--- src/rtl/bus_arbiter.sv ---
// bus_arbiter: five-way DRAM/bus arbiter with fixed priority, a blitter/GPU
// rotating slot, urgent-refresh promotion, tenure limit and turnaround gap.
//
// Ports:
//   sys_clk   system clock; all state is registered on its rising edge
//   resetl    synchronous active-low reset
//   clk       bus clock, sampled; a 0->1 sample is a "tick"
//   req[4:0]  0=refresh 1=object proc 2=blitter 3=GPU 4=CPU
//   rfull     refresh backlog full; lifts req[0] to top priority
//   cyc_done  current bus cycle completes on this tick
//   gnt[4:0]  registered one-hot grant
//   ack[4:0]  grant qualified by cyc_done on a tick cycle
//   owner     index of grantee, 7 when no grant
//   busy      high while a grant is held
module bus_arbiter #(
  parameter int TURN_TICKS = 1,
  parameter int HOLD_MAX   = 16
) (
  input  logic       sys_clk,
  input  logic       resetl,
  input  logic       clk,
  input  logic [4:0] req,
  input  logic       rfull,
  input  logic       cyc_done,
  output logic [4:0] gnt,
  output logic [4:0] ack,
  output logic [2:0] owner,
  output logic       busy
);

  typedef enum logic [1:0] {
    IDLE  = 2'd0,
    GRANT = 2'd1,
    TURN  = 2'd2
  } state_t;

  state_t      st, st_n;
  logic        clk_q;
  logic        tick;
  logic [4:0]  gnt_n;
  logic [2:0]  owner_n;
  logic [2:0]  win;
  logic [5:0]  hc, hc_n;
  logic [1:0]  tc, tc_n;
  logic        rr, rr_n;
  logic [6:0]  hc_inc;
  logic        others;
  logic        held;
  logic        limit;

  assign tick = clk & ~clk_q;
  assign busy = (st == GRANT);
  assign ack  = gnt & {5{cyc_done & tick}};

  // hc+1 is taken one bit wider so the compare
  // still works once hc has saturated at 63.
  assign hc_inc = {1'b0, hc} + 7'd1;
  assign limit  = (hc_inc >= 7'(HOLD_MAX));
  assign others = |(req & ~gnt);
  assign held   = |(req & gnt);

  // rr=0 prefers the blitter, rr=1 the GPU.
  always_comb begin
    win = 3'd4;
    if (req[0] && rfull)
      win = 3'd0;
    else if (req[1])
      win = 3'd1;
    else if (req[0])
      win = 3'd0;
    else if (req[2] && (!rr || !req[3]))
      win = 3'd2;
    else if (req[3])
      win = 3'd3;
    else
      win = 3'd4;
  end

  always_comb begin
    st_n    = st;
    gnt_n   = gnt;
    owner_n = owner;
    hc_n    = hc;
    tc_n    = tc;
    rr_n    = rr;
    if (tick) begin
      unique case (st)
        IDLE: begin
          if (|req) begin
            st_n    = GRANT;
            gnt_n   = 5'b00001 << win;
            owner_n = win;
            hc_n    = 6'd0;
            if (win == 3'd2)
              rr_n = 1'b1;
            else if (win == 3'd3)
              rr_n = 1'b0;
          end
        end
        GRANT: begin
          if (cyc_done) begin
            hc_n = (hc == 6'd63) ? hc : hc + 6'd1;
            if (!held || (limit && others)) begin
              st_n    = TURN;
              gnt_n   = 5'b00000;
              owner_n = 3'd7;
              tc_n    = 2'(TURN_TICKS - 1);
            end
          end
        end
        TURN: begin
          if (tc == 2'd0)
            st_n = IDLE;
          else
            tc_n = tc - 2'd1;
        end
        default: begin
          st_n    = IDLE;
          gnt_n   = 5'b00000;
          owner_n = 3'd7;
        end
      endcase
    end
  end

  always_ff @(posedge sys_clk) begin
    if (!resetl) begin
      st    <= IDLE;
      clk_q <= 1'b0;
      gnt   <= 5'b00000;
      owner <= 3'd7;
      hc    <= 6'd0;
      tc    <= 2'd0;
      rr    <= 1'b0;
    end else begin
      st    <= st_n;
      clk_q <= clk;
      gnt   <= gnt_n;
      owner <= owner_n;
      hc    <= hc_n;
      tc    <= tc_n;
      rr    <= rr_n;
    end
  end

endmodule

--- config.mk ---
export PLATFORM = sky130hd
export DESIGN_NAME = bus_arbiter
export DESIGN_NICKNAME = d
export VERILOG_FILES = /design/src/rtl/bus_arbiter.sv
export SDC_FILE = /design/constraint.sdc
export NUM_CORES = 1
export LEC_CHECK = 0
export BUFFER_PORTS_ARGS = -buffer_cell sky130_fd_sc_hd__buf_4
export CORE_ASPECT_RATIO = 1.2
export CORE_UTILIZATION = 55
export CTS_BUF_LIST = sky130_fd_sc_hd__clkbuf_8
export CTS_CLUSTER_SIZE = 14
export DETAILED_ROUTE_END_ITERATION = 16
export GPL_TIMING_DRIVEN = 1
export PLACE_DENSITY = 0.78
export SYNTH_ARGS = -nofsm -noshare
export SYNTH_HDL_FRONTEND = slang
export SYNTH_SLANG_ARGS = --single-unit
export TNS_END_PERCENT = 50
--- constraint.sdc ---
create_clock -name sys_clk -period 3.5 [get_ports sys_clk]
set_clock_uncertainty 0.1 [all_clocks]
set_input_delay 0.175 -clock sys_clk [delete_from_list [all_inputs] [get_ports sys_clk]]
set_output_delay 0.175 -clock sys_clk [all_outputs]
set_load 0.01 [all_outputs]
==> metrics.txt <==
# TYPE chip_impl_metric gauge
chip_impl_metric{name="die-area",unit="um2"} 2270
chip_impl_metric{name="synth.top_cell.area_share",unit="%"} 34.9
chip_impl_info{name="critPathCaptureType",value="flop"} 1
chip_impl_metric{name="placement_rows",unit=""} 17
chip_impl_metric{name="design_area",unit="um2"} 1340
chip_impl_metric{name="place.gp.congestion",unit=""} 0.923
chip_impl_metric{name="grt_pass1_vias",unit=""} 958
chip_impl_metric{name="postCtsHoldBufs",unit=""} 0
chip_impl_metric{name="synth_cells",unit=""} 127
chip_impl_metric{name="i_o_pins",unit=""} 24
chip_impl_metric{name="groute.layer.met2.usage",unit="%"} 44.0
chip_impl_metric{name="core_ar",unit="um2"} 1890
chip_impl_metric{name="synth_enable_flop_cells",unit=""} 0
chip_impl_metric{name="syn-cell-area",unit="um2"} 1150
chip_impl_metric{name="slew_headroom",unit="%"} 61.2
chip_impl_metric{name="cp.buffers_inverters",unit=""} 0
chip_impl_metric{name="post-route-period-util",unit="%"} 55.0
chip_impl_metric{name="power.switching_fraction",unit="%"} 27.7
chip_impl_metric{name="clk_pin_slew_worst_paths",unit="ps"} 70
chip_impl_metric{name="finalSetupTns",unit="ps"} 0
chip_impl_metric{name="dpl-instance-area",unit="um2"} 1300
chip_impl_metric{name="h-tree-depth",unit=""} 1
chip_impl_metric{name="via_count",unit=""} 1033
chip_impl_info{name="cp_slowest_cell",value="sky130_fd_sc_hd__dfxtp_1"} 1
chip_impl_metric{name="worst_pin_slew",unit="ps"} 581
chip_impl_metric{name="grt.met3_usage",unit="%"} 4.51
chip_impl_info{name="rsz_0062_raised_after_global_routing",value="false"} 1
chip_impl_metric{name="dieWidth",unit="um"} 43.7
chip_impl_metric{name="detail_route.iter0.violations",unit=""} 40
chip_impl_metric{name="seq_power_share",unit="%"} 50.7
chip_impl_metric{name="irDropWorstVdd",unit="mV"} 0.276
chip_impl_metric{name="postLayoutCoreUtil",unit="%"} 70.9
chip_impl_metric{name="portBuffers",unit=""} 23
chip_impl_metric{name="seq_area_frac_synth",unit="%"} 34.9
chip_impl_info{name="globalRoute.busiestLayer",value="met2"} 1
chip_impl_info{name="class_of_the_worst_hold_path",value="in2reg"} 1
chip_impl_metric{name="hold_violations",unit=""} 0
chip_impl_metric{name="rrSetupSlack",unit="ps"} 1570
chip_impl_info{name="timing.rr.start",value="hc[0]$_SDFFE_PN0P_"} 1
chip_impl_metric{name="antenna-diode-count",unit=""} 0
chip_impl_metric{name="cts_resized",unit=""} 0
chip_impl_metric{name="timing.final.setup_violations",unit=""} 0
chip_impl_metric{name="max_cap_viol_count",unit=""} 0
chip_impl_metric{name="syn_to_final_growth",unit="%"} 17.1
chip_impl_metric{name="antenna_left",unit=""} 0
chip_impl_info{name="postSynth.topFlopCell",value="sky130_fd_sc_hd__dfxtp_1"} 1
chip_impl_info{name="status",value="complete, no violations"} 1
chip_impl_metric{name="timing.final.max_slew_violations",unit=""} 0
chip_impl_metric{name="crit_required",unit="ps"} 3540
chip_impl_info{name="timing.critical_path.from_type",value="flop"} 1
chip_impl_metric{name="largest_net_degree_at_the_start_of_global_routing",unit=""} 19
chip_impl_metric{name="synth_area_per_cell",unit="um2"} 9.02
chip_impl_metric{name="yosys_warnings",unit=""} 0
chip_impl_info{name="final_common_cell",value="sky130_fd_sc_hd__buf_4"} 1
chip_impl_metric{name="cell_internal_pwr",unit="uW"} 356
chip_impl_metric{name="tritoncts_num_sinks",unit=""} 20
chip_impl_metric{name="global_route.usage.met1",unit="%"} 33.8
chip_impl_metric{name="period_needed",unit="ps"} 1930
chip_impl_metric{name="register_area",unit="um2"} 400
chip_impl_metric{name="power_density",unit="nW/um2"} 367
chip_impl_metric{name="first_pass_grt_wire_length",unit="um"} 4490
chip_impl_info{name="crit_start",value="hc[0]$_SDFFE_PN0P_"} 1
chip_impl_metric{name="globalRoute.totalOverflow",unit=""} 0
chip_impl_metric{name="floorplan.initialDensity",unit="%"} 60.5
chip_impl_metric{name="groute.usage.overall",unit="%"} 27.0
chip_impl_metric{name="vias_per_cell",unit=""} 6.11
chip_impl_metric{name="power.clock.fraction",unit="%"} 30.0
chip_impl_info{name="synth_top_area_cell",value="sky130_fd_sc_hd__dfxtp_1"} 1
chip_impl_metric{name="first_pass_iters",unit=""} 4
chip_impl_info{name="mostFrequentLayoutCells",value="23 x sky130_fd_sc_hd__buf_4, 20 x sky130_fd_sc_hd__dfxtp_1, 11 x sky130_fd_sc_hd__inv_1"} 1
chip_impl_metric{name="layout.filler_cells",unit=""} 158
chip_impl_info{name="cp_top_family",value="compound AO/OA/AOI/OAI gates"} 1
chip_impl_metric{name="antenna_violations_before_repair",unit=""} 0
chip_impl_metric{name="ys_ff_latch",unit=""} 20
chip_impl_info{name="synth.top_cells.by_area",value="sky130_fd_sc_hd__dfxtp_1 35%, sky130_fd_sc_hd__and3_1 3.8%, sky130_fd_sc_hd__inv_1 3.6%"} 1
chip_impl_info{name="hold_start",value="clk"} 1
chip_impl_metric{name="insertion_delay",unit="ps"} 260
chip_impl_metric{name="arrival",unit="ps"} 1970
chip_impl_metric{name="number_of_buffers_inserted_during_clock_tree_synthesis",unit=""} 3
chip_impl_info{name="cts_root_buf",value="sky130_fd_sc_hd__clkbuf_8"} 1
chip_impl_info{name="cp_cell_sequence",value="ha_1 > nand3_1 > mux2i_1 > o22ai_1 > a211oi_2 > o32a_2"} 1
chip_impl_metric{name="layout.nets",unit=""} 164
chip_impl_metric{name="multiInputGateArea",unit="um2"} 663
chip_impl_metric{name="p_comb_share",unit="%"} 19.3
chip_impl_metric{name="leakage",unit="uW"} 0.000566
chip_impl_metric{name="synth.distinct_cells",unit=""} 45
chip_impl_metric{name="drc_errors",unit=""} 0
chip_impl_metric{name="max_clock_freq",unit="GHz"} 0.519
chip_impl_metric{name="synthArstFlopShare",unit="%"} 0
chip_impl_metric{name="syn-num-nets",unit=""} 139
chip_impl_metric{name="slowest_delay",unit="ps"} 390
chip_impl_info{name="critical_path_class",value="reg2reg"} 1
chip_impl_metric{name="routedWlPerCell",unit="um"} 15.7
chip_impl_metric{name="routed_wl",unit="um"} 2650
chip_impl_metric{name="dpl.hpwl",unit="um"} 1990
chip_impl_metric{name="post-cts-setup-buffers",unit=""} 0
chip_impl_info{name="cts_tree",value="yes"} 1
chip_impl_metric{name="drive_above_1_share",unit="%"} 26.0
chip_impl_metric{name="cts-root-to-sink-buffers",unit=""} 2
chip_impl_metric{name="critical_path_peak_fanout",unit=""} 5
chip_impl_metric{name="totalPowerFinal",unit="uW"} 493
chip_impl_metric{name="power.switching",unit="uW"} 137
chip_impl_metric{name="die-height",unit="um"} 52.0
-- flip-flops by register name (all words and copies together) (netlist names) --
register  flops
hc            6
st            2
gnt           5
rr            1
owner         3
clk_q         1
tc            2
-- power by group through the flow --
stage                     registers [uW]  clock network (uW)  logic, uW
after floorplan                      255                   0       61.9
after global placement               255                   0       93.1
after detailed placement             255                   0       93.7
after CTS                            250                 149       94.5
after global routing                 252                 163        104
final                                250                 148       95.0
-- Yosys cell counts, drive strengths merged (2+ instances only) --
cell type and count:
dfxtp 20, nand2 12, inv 11, nor2 8, and3 7, a21oi 5
nand3 5, o21ai 5, a21boi 4, xnor2 4, a31oi 3, mux2i 3
o22ai 3, a211oi 2, a32o 2, buf 2, ha 2, nand2b 2
nor3b 2, o2111ai 2, o211ai 2, o221ai 2, o32a 2
-- worst paths after layout --
check	endpoint	cells after the start
worst max register to register	owner[2]$_SDFFE_PN1P_	6
worst max-delay path	owner[2]$_SDFFE_PN1P_	6
worst min register to register	tc[1]$_SDFFE_PN0P_	2
worst min-delay path	clk_q$_SDFF_PN0_	2
-- cell type report --
class | count | area share, %
Sequential cell | 20 | 29.8
Clock buffer | 3 | 3.08
Tap cell | 19 | 1.77
Timing Repair Buffer | 23 | 12.9
Multi-Input combinational cell | 93 | 49.4
Inverter | 11 | 3.08
-- logic make-up (layout without fill, tap and decap cells) --
| logic type | after synthesis | count (layout) | synth area share, % |
|---|---|---|---|
| AOI/OAI and AO/OA | 39 | 39 | 28.6 |
| xor gates and xnor gates | 4 | 4 | 3.06 |
| adders and majority gates | 2 | 2 | 2.18 |
| buffers and inverters | 14 | 37 | 7.20 |
| DFF | 20 | 20 | 34.9 |
| muxes | 3 | 3 | 2.62 |
| and+or+nand+nor | 45 | 45 | 21.4 |
-- stage by stage --
| step | setup slack [ps] | hold slack, ps | cells |
|---|---|---|---|
| 2_1_floorplan | 1750 | 197 | 127 |
| 3_3_place_gp | 1640 | 292 | 166 |
| 3_5_place_dp | 1610 | 295 | 166 |
| 4_1_cts | 1590 | 38.3 | 169 |
| 5_1_grt | 1370 | 42.6 | 169 |
| 6_report | 1570 | 35.6 | 169 |
-- routing by layer --
metal,up-vias,routed length (um)
met1,481,1150
met4,0,56
met3,6,134
met2,33,1310
met5,-,0
li1,513,-
No activity file was read; power rests on OpenSTA's default activity.
